==> src/rtl/mul_par.sv <==
// mul_par: sequential unsigned shift-and-add multiplier.
// Two W-bit operands are captured on an accepted start. The 2W-bit product
// appears in p after exactly W iteration cycles. Every output is registered.
// Operands are accepted in IDLE or DONE, and starts that arrive during RUN
// are ignored.
module mul_par #(
  parameter int W = 4
) (
  input  logic             clk,
  input  logic             rst,
  input  logic             start,
  input  logic [W-1:0]     A,
  input  logic [W-1:0]     B,
  output logic [2*W-1:0]   p,
  output logic             busy,
  output logic             valid
);

  localparam int CW = $clog2(W + 1);

  localparam logic [1:0] S_IDLE = 2'd0;
  localparam logic [1:0] S_RUN  = 2'd1;
  localparam logic [1:0] S_DONE = 2'd2;

  // This is the count value of the final (W-th) iteration.
  localparam logic [CW-1:0] CNT_LAST = CW'(W - 1);

  logic [1:0]     state_q, state_d;
  logic [2*W-1:0] areg_q,  areg_d;
  logic [W-1:0]   breg_q,  breg_d;
  logic [2*W-1:0] acc_q,   acc_d;
  logic [CW-1:0]  cnt_q,   cnt_d;
  logic [2*W-1:0] p_q,     p_d;
  logic           busy_q,  busy_d;
  logic           valid_q, valid_d;
  logic [2*W-1:0] acc_next;

  // Next-state logic: accept operands, iterate one partial product per cycle, and publish the result.
  always_comb begin
    state_d  = state_q;
    areg_d   = areg_q;
    breg_d   = breg_q;
    acc_d    = acc_q;
    cnt_d    = cnt_q;
    p_d      = p_q;
    busy_d   = busy_q;
    valid_d  = valid_q;
    // The partial product is added only when the current multiplier LSB is set.
    // A 2W-bit sum cannot overflow for W-bit operands.
    acc_next = acc_q + (breg_q[0] ? areg_q : '0);

    case (state_q)
      S_IDLE, S_DONE: begin
        // p keeps the last product until a new result replaces it.
        if (start) begin
          areg_d  = {{W{1'b0}}, A};
          breg_d  = B;
          acc_d   = '0;
          cnt_d   = '0;
          state_d = S_RUN;
          busy_d  = 1'b1;
          valid_d = 1'b0;
        end
      end
      S_RUN: begin
        // Inputs are ignored here. The iteration count does not depend on the
        // operand data, so zero operands still take W cycles.
        areg_d = areg_q << 1;
        breg_d = breg_q >> 1;
        cnt_d  = cnt_q + CW'(1);
        acc_d  = acc_next;
        if (cnt_q == CNT_LAST) begin
          p_d     = acc_next;
          valid_d = 1'b1;
          busy_d  = 1'b0;
          state_d = S_DONE;
        end
      end
      default: begin
        state_d = S_IDLE;
        busy_d  = 1'b0;
        valid_d = 1'b0;
      end
    endcase
  end

  // State registers: an asynchronous active-low reset aborts any operation and clears everything.
  always_ff @(posedge clk or negedge rst) begin
    if (!rst) begin
      state_q <= S_IDLE;
      areg_q  <= '0;
      breg_q  <= '0;
      acc_q   <= '0;
      cnt_q   <= '0;
      p_q     <= '0;
      busy_q  <= 1'b0;
      valid_q <= 1'b0;
    end else begin
      state_q <= state_d;
      areg_q  <= areg_d;
      breg_q  <= breg_d;
      acc_q   <= acc_d;
      cnt_q   <= cnt_d;
      p_q     <= p_d;
      busy_q  <= busy_d;
      valid_q <= valid_d;
    end
  end

  assign p     = p_q;
  assign busy  = busy_q;
  assign valid = valid_q;

endmodule
==> config.mk <==
export PLATFORM = sky130hd
export DESIGN_NAME = mul_par
export DESIGN_NICKNAME = d
export VERILOG_FILES = /design/src/rtl/mul_par.sv
export SDC_FILE = /design/constraint.sdc
export NUM_CORES = 1
export LEC_CHECK = 0
export BUFFER_PORTS_ARGS = -buffer_cell sky130_fd_sc_hd__buf_2
export CAP_MARGIN = 20
export CORE_ASPECT_RATIO = 1.5
export CORE_UTILIZATION = 50
export DETAILED_ROUTE_END_ITERATION = 8
export MAX_ROUTING_LAYER = met4
export PLACE_DENSITY = 0.7
export SETUP_SLACK_MARGIN = 0.4
export SYNTH_ARGS = -nofsm -noshare
export SYNTH_HDL_FRONTEND = slang
export SYNTH_SLANG_ARGS = --single-unit
export TNS_END_PERCENT = 100
==> constraint.sdc <==
create_clock -name clk -period 2.85 [get_ports clk]
set_input_delay 0.57 -clock clk [delete_from_list [all_inputs] [get_ports clk]]
set_output_delay 0.57 -clock clk [all_outputs]
set_load 0.005 [all_outputs]
==> key figures <==
Clock tree
  • CTS tree: built
  • Root Buffer Master: clkbuf_8
  • Register clock-pin slew on the reported worst setup and hold paths: 70 ps
  • H-Tree Level Count: 2
  • Clock Tree Buf Depth: 2
  • Worst skew pair latency: 290 ps
  • CTS Sinks: 34
  • Hold buffers post-CTS: 0
  • Total CTS buffers: 5

Global routing
  • Total GRT Usage: 0.2325
  • Total grt overflow: 0
  • Global-route wire length before repair: 6617 um
  • Number of global-route vias before repair: 1468
  • Initial antenna violation count: 0
  • Largest net degree at the start of global routing: 35

Synth
  • Largest area contributor in the netlist: dfrtp_1
  • Most frequent cells after synthesis: 34 x dfrtp_1, 15 x nor2_1, 11 x nand2_1, 11 x o21ai_1
  • Sequential share of the synthesized area: 0.4570
  • Post-synth EDFFs: 0
  • Mapped Nets: 204
  • Synth top area share: 0.4570
  • Synth async-reset ratio: 1.000
  • Syn. warnings: 0
  • Syn Area/Cell: 10.17 um^2
  • Distinct cell type count after synthesis: 39
  • Synth Instances: 183
  • Top-count cell post-synth: dfrtp_1
  • #FFs+latches synth: 34
  • Cells taking the most area after synthesis: dfrtp_1 46%, ha_1 6.0%, a22o_1 4.2%
  • Mapped Area: 1862 um^2
  • Top FF cell, synth: dfrtp_1

Finish
  • Area delta synth->final: 14.78%
  • Cell area after layout: 2137 um^2
  • # nets final: 225
  • ANT cells: 0
  • Fillers: 288
  • Share of cells above drive strength 1: 0.1854

Detailed routing
  • 1st-pass router iterations: 4
  • DRC viols: 0
  • Post-DR wirelength/cell: 15.92 um
  • Initial drt markers: 50
  • WL final: 3933 um
  • Via count: 1439
  • Drt via density: 5.826
  • ANT nets after route: 0

Worst setup path
  • Delay-heaviest family, CP: compound AO/OA/AOI/OAI gates
  • Max incr delay on CP: 470 ps
  • CP Buf/Inv Count: 1
  • Critical path startpoint category: flop
  • Max stage delay cell, worst path: dfrtp_1
  • CP cell instances: nand2_1 > inv_1 > ha_1 > a211oi_1 > o211ai_2 > nand2_2 > xor3_1 > mux2_2
  • Critical path class: flop to flop
  • WP data required: 3030 ps
  • Crit-path max FO: 10
  • CP Data Arrival Time: 2450 ps
  • CP endpoint kind: flop

Floorplanning
  • CORE AREA: 3481 um^2
  • Die X: 51.83 um
  • Starting Density: 0.5349
  • I/O pins: 21
  • DIE AREA: 3977 um^2
  • Die height: 76.74 um
  • Num rows: 26

Power and ir drop
  • Pwr Density: 1233 nW/um^2
  • Leak: 1.035 nW
  • VDD IR max: 0.0007492 V

Timing
  • Fmax: 439.8 MHz
  • Tcrit/Tclk final: 0.7978
  • Slew margin rel.: 0.4978
  • Clock Skew: 4.235 ps
  • Worst slew pin tran: 753.3 ps
  • Minimum clock period: 2274 ps
  • RSZ-0062 raised after global routing: no
  • Setup violators final: 0
  • Final hold vios: 0
  • Fin Setup TNS: 0 ps
  • Max Slew Vio Count: 0

Outcome
  • Status: completed

Flow run
  • Max Cap Viol: 0

Placement
  • I/O Buffers: 20
  • HPWL Detailed: 2808 um
  • GP Congestion: 0.8239
  • Instance area at placement: 1996 um^2

Min path
  • Worst hold path class: primary input to async pin
worst reg2reg max path, delay by kind of cell (launching register included):
kind	cells	cell delay, ps
xor gates and xnor gates	1	290
muxes	1	260
AOI/OAI and AO/OA	2	520
DFF	1	470
and+or+nand+nor	2	260
adders and majority gates	1	300
buffers and inverters	1	60
cells by family after synthesis:
family | after synthesis | share of synthesized area
mux | 12 | 0.06922
buf+inv | 14 | 0.03023
compound gates | 46 | 0.1647
xor+xnor | 5 | 0.03159
flops | 34 | 0.4570
simple gates | 62 | 0.1761
fa+ha+maj | 10 | 0.07124
layout by cell type (no fill, tap or decap), drive strengths merged, types with 6 or more instances in the layout:
cell type / Yosys / layout
a21oi: 7 / 7
a22o: 9 / 9
and2: 7 / 7
buf: 4 / 22
dfrtp: 34 / 34
ha: 9 / 9
inv: 6 / 6
mux2: 7 / 7
nand2: 14 / 14
nand2b: 6 / 6
nor2: 15 / 15
nor2b: 7 / 7
o21ai: 16 / 16
metrics by stage:
stage	instances	worst slack (ps)	hold WS, ps	utilization	total power [mW]
6_report	247	576.3	345.0	0.6139	2.634
5_1_grt	247	472.3	404.7	0.6139	2.839
2_1_floorplan	183	680.9	274.4	-	1.770
3_3_place_gp	239	647.4	464.5	0.5733	2.024
3_5_place_dp	239	520.8	475.5	0.5733	2.097
4_1_cts	247	511.9	363.6	0.6129	2.645
where the power goes:
part           internal [mW]  leakage [nW]  switching (mW)  total [mW]
clock                  0.351        0.0683           0.189       0.539
sequential             0.703         0.426           0.188       0.891
combinational          0.566         0.541           0.638        1.20
total                   1.62          1.03            1.01        2.63
flip-flops by register name (all words and copies together), names as in the netlist:
signal	count
cnt_q	3
acc_q	8
p	8
breg_q	4
areg_q	8
state_q	1
busy	1
valid	1
layer usage:
metal	GRT usage	routed length [um]	vias up	part of all wire
li1	-	-	696	-
met1	0.2707	1699	698	0.43
met2	0.3641	1999	34	0.51
met3	0.04563	138	11	0.035
met4	0.1297	96	0	0.024
met5	-	0	-	0
worst paths after layout:
kind | from | endpoint | slack (ps) | cells after the start
max | breg_q[0]$_DFFE_PN0P_ | p[7]$_DFFE_PN0P_ | 580 | 8
min | rst | p[4]$_DFFE_PN0P_ | 350 | 1
max reg2reg | breg_q[0]$_DFFE_PN0P_ | p[7]$_DFFE_PN0P_ | 580 | 8
min reg2reg | acc_q[7]$_DFFE_PN0P_ | acc_q[7]$_DFFE_PN0P_ | 490 | 1
max in group asynchronous | rst | breg_q[1]$_DFFE_PN0P_ | 2030 | 1
min in group clk | acc_q[7]$_DFFE_PN0P_ | acc_q[7]$_DFFE_PN0P_ | 490 | 1
layout make-up:
type	count	area (um^2)	share of cell area
clock buffer	5	68.82	0.03220
clock inverter	3	68.82	0.03220
inverter	6	22.52	0.01054
multi-input combinational	135	958.4	0.4485
sequential	34	850.8	0.3981
tap	42	52.55	0.02459
timing repair buffer	22	115.1	0.05386
what timing repair did:
item | CTS | global route
setup buffers | 0 | 0
gates resized for setup | 0 | 1
setup endpoints to repair | 0 | 1
Power figures use the tool's default switching activity.
